### src/rtl/spi_word_loader_if.sv
// Word output handshake between the SPI loader and the core's data/program registers.
// The master presents a word with its address and holds it until ready is seen.
interface spi_word_loader_if #(
   parameter int N = 8,
   parameter int A = 4
) ();
   logic [N-1:0] word_data;
   logic [A-1:0] word_addr;
   logic         word_valid;
   logic         word_ready;

   modport master (
      output word_data,
      output word_addr,
      output word_valid,
      input  word_ready
   );

   modport slave (
      input  word_data,
      input  word_addr,
      input  word_valid,
      output word_ready
   );
endinterface

### src/rtl/spi_word_loader.sv
// SPI mode-0 deserializer: packs MSB-first bits into N-bit words with an
// auto-incrementing address, presented through a valid/ready handshake.
module spi_word_loader #(
   parameter int N = 8,
   parameter int A = 4
) (
   input  logic               clk,
   input  logic               reset,
   input  logic               sclk,
   input  logic               mosi,
   input  logic               cs_n,
   spi_word_loader_if.master  wb,
   output logic               busy,
   output logic               overrun
);
   localparam int CW = $clog2(N);
   localparam logic [CW-1:0] LAST = CW'(N - 1);

   typedef enum logic {
      IDLE,
      SHIFT
   } state_t;

   state_t        st;
   logic          sclk_s1, sclk_s2, sclk_d;
   logic          mosi_s1, mosi_s2;
   logic          cs_s1, cs_s2, cs_d;
   logic          sclk_rise, cs_fall;
   logic [N-1:0]  shift_q;
   logic [N-1:0]  next_word;
   logic [CW-1:0] cnt;
   logic [A-1:0]  fa;

   assign sclk_rise = sclk_s2 & ~sclk_d;
   assign cs_fall   = ~cs_s2 & cs_d;
   assign next_word = {shift_q[N-2:0], mosi_s2};

   always_ff @(posedge clk) begin
      if (reset) begin
         st            <= IDLE;
         sclk_s1       <= 1'b0;
         sclk_s2       <= 1'b0;
         sclk_d        <= 1'b0;
         mosi_s1       <= 1'b0;
         mosi_s2       <= 1'b0;
         cs_s1         <= 1'b1;
         cs_s2         <= 1'b1;
         cs_d          <= 1'b1;
         shift_q       <= '0;
         cnt           <= '0;
         fa            <= '0;
         wb.word_data  <= '0;
         wb.word_addr  <= '0;
         wb.word_valid <= 1'b0;
         busy          <= 1'b0;
         overrun       <= 1'b0;
      end else begin
         sclk_s1 <= sclk;
         sclk_s2 <= sclk_s1;
         sclk_d  <= sclk_s2;
         mosi_s1 <= mosi;
         mosi_s2 <= mosi_s1;
         cs_s1   <= cs_n;
         cs_s2   <= cs_s1;
         cs_d    <= cs_s2;

         if (wb.word_valid && wb.word_ready)
            wb.word_valid <= 1'b0;

         case (st)
            IDLE: begin
               if (cs_fall) begin
                  st      <= SHIFT;
                  busy    <= 1'b1;
                  cnt     <= '0;
                  shift_q <= '0;
                  fa      <= '0;
               end
            end
            SHIFT: begin
               // frame end beats a coincident sclk edge; partial word is lost
               if (cs_s2) begin
                  st   <= IDLE;
                  busy <= 1'b0;
               end else if (sclk_rise) begin
                  shift_q <= next_word;
                  if (cnt == LAST) begin
                     cnt <= '0;
                     if (!wb.word_valid || wb.word_ready) begin
                        wb.word_data  <= next_word;
                        wb.word_addr  <= fa;
                        wb.word_valid <= 1'b1;
                        fa            <= fa + 1'b1;
                     end else begin
                        overrun <= 1'b1;
                     end
                  end else begin
                     cnt <= cnt + 1'b1;
                  end
               end
            end
            default: st <= IDLE;
         endcase
      end
   end
endmodule

### src/flat_wrapper.sv
// flat-port wrapper written by rule: the top's interface ports become plain ports
module spi_word_loader_flat 
#(
   parameter int N = 8,
   parameter int A = 4
)
  (clk, reset, sclk, mosi, cs_n, busy, overrun, wb_word_data, wb_word_addr, wb_word_valid, wb_word_ready);
  spi_word_loader_if #(.N(N), .A(A)) wb_i ();
  input  logic clk;
  input  logic reset;
  input  logic sclk;
  input  logic mosi;
  input  logic cs_n;
  output logic busy;
  output logic overrun;
  output wire logic [$bits(wb_i.word_data)-1:0] wb_word_data;
  output wire logic [$bits(wb_i.word_addr)-1:0] wb_word_addr;
  output wire logic [$bits(wb_i.word_valid)-1:0] wb_word_valid;
  input wire logic [$bits(wb_i.word_ready)-1:0] wb_word_ready;
  assign wb_word_data = wb_i.word_data;
  assign wb_word_addr = wb_i.word_addr;
  assign wb_word_valid = wb_i.word_valid;
  assign wb_i.word_ready = wb_word_ready;
  spi_word_loader #(.N(N), .A(A)) u_core (.clk(clk), .reset(reset), .sclk(sclk), .mosi(mosi), .cs_n(cs_n), .wb(wb_i), .busy(busy), .overrun(overrun));
endmodule
### config.mk
export PLATFORM = sky130hd
export DESIGN_NAME = spi_word_loader_flat
export DESIGN_NICKNAME = d
export VERILOG_FILES = /design/src/rtl/spi_word_loader_if.sv /design/src/rtl/spi_word_loader.sv /design/src/flat_wrapper.sv
export SDC_FILE = /design/constraint.sdc
export NUM_CORES = 1
export LEC_CHECK = 0
export CORE_MARGIN = 1
export CORE_UTILIZATION = 55
export CTS_CLUSTER_DIAMETER = 50
export CTS_CLUSTER_SIZE = 28
export DETAILED_ROUTE_END_ITERATION = 7
export DONT_BUFFER_PORTS = 1
export HOLD_SLACK_MARGIN = 0.05
export PLACE_DENSITY = 0.8
export SETUP_SLACK_MARGIN = 0.02
export SLEW_MARGIN = 25
export SYNTH_ARGS = -nofsm -noshare
export SYNTH_HDL_FRONTEND = slang
export SYNTH_SLANG_ARGS = --single-unit
### constraint.sdc
create_clock -name clk -period 4.3 [get_ports clk]
set_input_delay 0.43 -clock clk [delete_from_list [all_inputs] [get_ports clk]]
set_output_delay 0.43 -clock clk [all_outputs]
set_load 0.03 [all_outputs]
==> Word-level counts from Yosys, hierarchy flattened <==
Cells that the tools add are included.
{ "totals": {"ramBits": 0, "regBits": 38, "wordCells": 67, "in_bits": 6, "latch_bits": 0, "output_inout_bits": 15, "rom_bits": 0, "n_memories": 0} }
{ "classes": {"n_reduce_logical": 8, "muxes": 27, "n_mul": 0, "addsub": 2, "eq_ne": 7, "n_lt_le_gt_ge": 0, "shifts": 0, "bitwise_logic": 6, "div_mod_pow": 0} }
{ "ops": {"columns": ["cell", "count"], "rows": [
  ["two-way mux 7 bit", 3],
  ["two-way mux 4 bit", 5],
  ["AND reduction 5 bit", 3],
  ["one-hot mux 7 bit (2 select lines)", 1],
  ["two-way mux 3 bit", 4],
  ["two-way mux 1 bit", 10],
  ["!= test 2 bit, second input constant", 5],
  ["one-hot mux 4 bit (2 select lines)", 1],
  ["one-hot mux 3 bit (2 select lines)", 1],
  ["adder 4 x 1 -> 4 bit, second input constant", 1],
  ["inverter 1 bit", 4],
  ["one-hot mux 1 bit (2 select lines)", 2],
  ["adder 3 x 1 -> 3 bit, second input constant", 1],
  ["== test 3 bit, second input constant", 1],
  ["AND reduction 3 bit", 1],
  ["AND 1 bit", 2],
  ["!= test 2 x 1 -> 1 bit, second input constant", 1],
  ["AND reduction 2 bit", 1],
  ["logical AND 1 bit", 1],
  ["logical NOT 1 bit", 1],
  ["logical OR 1 bit", 1]
]} }

==> Depth between registers and ports, before layout <==
{ "logic_depth": {"word_depth": 7, "mapped_depth": 6, "depth_no_buf": 6} }

==> Worst setup path after synthesis <==
OpenSTA, ideal clock, no wires.
{ "synth_timing": {"kind": "register to register", "start": "register u_core.cnt[0]", "end": "register u_core.fa[3]", "path_buffers": 0, "t_required_ps": 4230, "arrival_time_ps": 1389, "setup_slack_ps": 2841, "stages_incl_launch_ff": 6, "synth_period_minus_slack_ps": 1459, "path_cell_list": "dfxtp_1 -> ha_1 -> ha_1 -> a21boi_0 -> or4_1 -> a21boi_1"} }
{ "synth_via": {"elab_chain_len": 3} }
{ "synth_lines": {"columns": ["element", "line", "rtl"], "rows": [
  ["start: declaration", "spi_word_loader.sv:31", "logic [CW-1:0] cnt;"],
  ["start signal: assignment", "spi_word_loader.sv:98", "cnt <= cnt + 1'b1;"],
  ["== test 3 bit", "spi_word_loader.sv:87", "if (cnt == LAST) begin"],
  ["!= test 2 bit (no line)", null, null],
  ["AND reduction 5 bit (no line)", null, null],
  ["end signal: assignment", "spi_word_loader.sv:93", "fa <= fa + 1'b1;"],
  ["end: declaration", "spi_word_loader.sv:32", "logic [A-1:0] fa;"]
]} }
Every way passes these cells.
A chain may end at the register's enable or synchronous reset.

==> Worst setup path in the final report <==
{ "layout_timing": {"start": "register u_core.st", "end": "register u_core.wb.word_addr[2]"} }
{ "layout_via": {"elab_chain_len": 1} }
{ "layout_lines": {"columns": ["element", "line", "rtl"], "rows": [
  ["start: declaration", "spi_word_loader.sv:24", "state_t st;"],
  ["start signal: assignment", "spi_word_loader.sv:40", "st <= IDLE;"],
  ["start signal: assignment", "spi_word_loader.sv:73", "st <= SHIFT;"],
  ["start signal: assignment", "spi_word_loader.sv:83", "st <= IDLE;"],
  ["AND reduction 5 bit (no line)", null, null],
  ["end signal: assignment", "spi_word_loader.sv:53", "wb.word_addr <= '0;"],
  ["end signal: assignment", "spi_word_loader.sv:91", "wb.word_addr <= fa;"],
  ["end: declaration", "spi_word_loader_if.sv:14", "output word_addr,"]
]} }
Every way passes these cells.

==> summary.md <==
| Metric | Value |
|---|---|
| Antenna violations before repair | 0 |
| Area delta synth->final | 7.34% |
| Core area | 2300 um2 |
| Post-synthesis compound-gate area fraction | 10.8% |
| Drc violations | 0 |
| Dpl hpwl | 1.53 mm |
| Synth Area in Adders | 3.58% |
| Die ar. | 2750 um2 |
| Static Leak | 0.648 nW |
| Fillers | 194 |
| Floorplan row count | 17 |
| Synth Warn # | 0 |
| CP startpoint kind | register |
| Commonest non-fill, non-tap cell in the layout | dfxtp_1 |
| WHS Path Cells | 1 |
| Slew HR | 50.1% |
| Critical Path RT | 4550 ps |
| Part of the power in registers | 53.5% |
| Synth Net Count | 147 |
| Slowest-stage cell, CP | nand3_1 |
| Pwr dens | 448 nW/um2 |
| Worst R2R Path Depth | 4 |
| Power share of the clock group | 45.3% |
| Slew Limit Fails | 0 |
| Num CTS Buffers | 5 |
| TritonRoute pass-1 iters | 4 |
| Grt total ovfl | 0 |
| Mux cell area share after synthesis | 8.59% |
| Largest net degree at the start of global routing | 37 |
| RePlAce Congestion | 0.809 |
| Post-CTS resize count | 0 |
| R2r setup slk | 2310 ps |
| WL final | 2.22 mm |
| Top-Level Pins | 21 |
| Clk_lat worst skew | 350 ps |
| Worst flop-to-flop path startpoint | u_core.st |
| MaxCap Viol Count | 0 |
| Slowest stage delay, CP | 560 ps |
| Root Buffer | clkbuf_4 |
| Max Freq | 502 MHz |
| Maximum VDD drop | 0.000482 V |
| Longest Clk Path Bufs | 2 |
| Internal power | 0.542 mW |
| Final Non-Filler Cells | 165 |
| Die Y | 52.4 um |
| Vias in the first global route | 928 |
| Tmin final | 1990 ps |
| Nets | 146 |
| Mean Syn Cell Area | 10.2 um2 |
| CTS sink cnt | 38 |
| Hold Vio Cnt, Final | 0 |
| Clock Skew | 11.5 ps |
| Worst hold slack | 129 ps |
| Largest family of logic cells by synthesized area | simple AND/OR/NAND/NOR gates |
| Switching power total | 0.130 mW |
| Synthesized area | 1400 um2 |
| Per-cell routed wire length | 13.5 um |
| Combinational share of power | 1.3% |
| Via count | 938 |
| Post-synthesis sequential area ratio | 54.4% |
| Total GRT Usage | 19.7% |
| Starting Density | 60.8% |
| Via/cell ratio | 5.68 |
| Setup repair after global routing missed its margin | no |
| CTS H-tree depth | 2 |
| CTS clk-pin slew, worst paths | 120 ps |
| Post-CTS setup repair buffer count | 0 |
| # diodes | 0 |
| Yosys cell types | 27 |
| Crit path cell chain | and4bb_4 > nand3_1 > mux2i_1 > nor2_1 |
| Inst Count DP | 157 |
| Setup crit end | u_core.wb.word_addr[2] |
| Post-Synth Simple-Gate Area | 19.2% |
| CP endpoint kind | register |
| Min-delay worst type | in -> reg |
| Setup TNS | 0 ps |
| Crit path DAT | 2240 ps |
| DRT antenna net count | 0 |
| Most frequent cells in the layout | dfxtp_1 (38), nor2_1 (28), mux2i_1 (12) |
| Synth Area in XOR/XNOR | 0% |
| Max FO, Critical Path | 15 |
| Reg2reg end | u_core.wb.word_addr[2] |
| Worst setup path startpoint | u_core.st |
| Setup Viol. Count Final | 0 |
| Outcome | complete, no violations |
| Critical path class | reg -> reg |
| Worst slew pin tran | 746 ps |
| Share of cells above drive strength 1 | 10.9% |
| CTS tree | built |
| Sw frac | 19.3% |
| Port Buffers | 0 |
| Flops & latches, synth | 38 |
| Global-route wire length before repair | 3.75 mm |
| Starting DRT DRC Count | 5 |
| Die width | 52.4 um |
| Hold_buf cts | 0 |
| Post-Syn Instances | 137 |
| Final Cycle Share | 46.3% |
-- routing by layer --
layer,vias up,track usage (%),part of all wire [%]
li1,469,-,-
met1,442,20.7,48
met2,19,32.9,45
met3,8,8.41,4.6
met4,0,10.5,2.3
met5,-,0,0
-- cell families after synthesis --
kind of cell | count (synthesis)
flip-flops | 38
AO/OA/AOI/OAI | 23
buffers and inverters | 10
adder cells (fa/ha/maj) | 4
AND/OR/NAND/NOR | 50
multiplexers | 12
-- synth_stat cells (all sizes together) --
cell | instances | area [um2]
dfxtp | 38 | 761
nor2 | 29 | 111
mux2i | 12 | 120
a22oi | 9 | 67.6
nor2b | 6 | 37.5
a21oi | 5 | 25.0
clkbuf | 5 | 18.8
ha | 4 | 50.1
or2 | 4 | 25.0
a21boi | 3 | 22.5
buf | 3 | 20.0
o21ai | 3 | 15.0
inv | 2 | 7.51
nand3 | 2 | 10.0
o31ai | 2 | 15.0
or4 | 2 | 15.0
a31oi | 1 | 6.26
and4b | 1 | 10.0
and4bb | 1 | 16.3
nand2 | 1 | 3.75
nand2b | 1 | 6.26
nand4 | 1 | 6.26
nand4b | 1 | 8.76
nor3b | 1 | 18.8
-- state kept, by name (all words and copies together), names as in the netlist, 3 cells and up --
name                 count
u_core.shift_q           7
u_core.cnt               3
u_core.wb.word_addr      4
u_core.wb.word_data      8
u_core.fa                4
-- worst max-delay path: cells and delay by family, from the launching register on --
| kind | cells | cell delay [ps] |
|---|---|---|
| and+or+nand+nor | 3 | 1020 |
| muxes | 1 | 340 |
| DFF | 1 | 520 |
-- through the flow --
| stage | cell area (um2) | utilization [%] | total power [mW] | setup slack (ps) |
|---|---|---|---|---|
| after floorplan | 1400 | - | 0.379 | 2840 |
| final | 1500 | 65.3 | 0.672 | 2310 |
| after CTS | 1500 | 65.3 | 0.679 | 2260 |
| after global routing | 1500 | 65.3 | 0.693 | 2140 |
| after global placement | 1390 | 60.7 | 0.375 | 2360 |
| after detailed placement | 1390 | 60.7 | 0.376 | 2280 |
-- power groups by stage --
stage / Clock, mW / Sequential, mW / Combinational (mW)
3_5_place_dp: 0 / 0.367 / 0.00870
2_1_floorplan: 0 / 0.366 / 0.0125
3_3_place_gp: 0 / 0.367 / 0.00843
5_1_grt: 0.324 / 0.360 / 0.00948
6_report: 0.304 / 0.359 / 0.00862
4_1_cts: 0.311 / 0.359 / 0.00872
-- worst min path at each step --
stage                      start  slack, ps                endpoint
detailed placement  u_core.cs_s1        400            u_core.cs_s2
global placement    u_core.cs_s1        390            u_core.cs_s2
global route               reset        100  u_core.wb.word_data[5]
floorplan           u_core.cs_s1        390            u_core.cs_s2
CTS                        reset        110           u_core.cnt[0]
finish                     reset        130       u_core.shift_q[0]
-- final cells by class --
type                       instances  area [um2]  share of cell area (%)
tap                               28        35.0                    2.34
sequential                        38         761                    50.7
multi-input combinational         89         591                    39.4
clock buffer                       5        37.5                    2.50
inverter                           2        7.51                   0.500
clock inverter                     3        68.8                    4.59
Power figures use the tool's default switching activity.
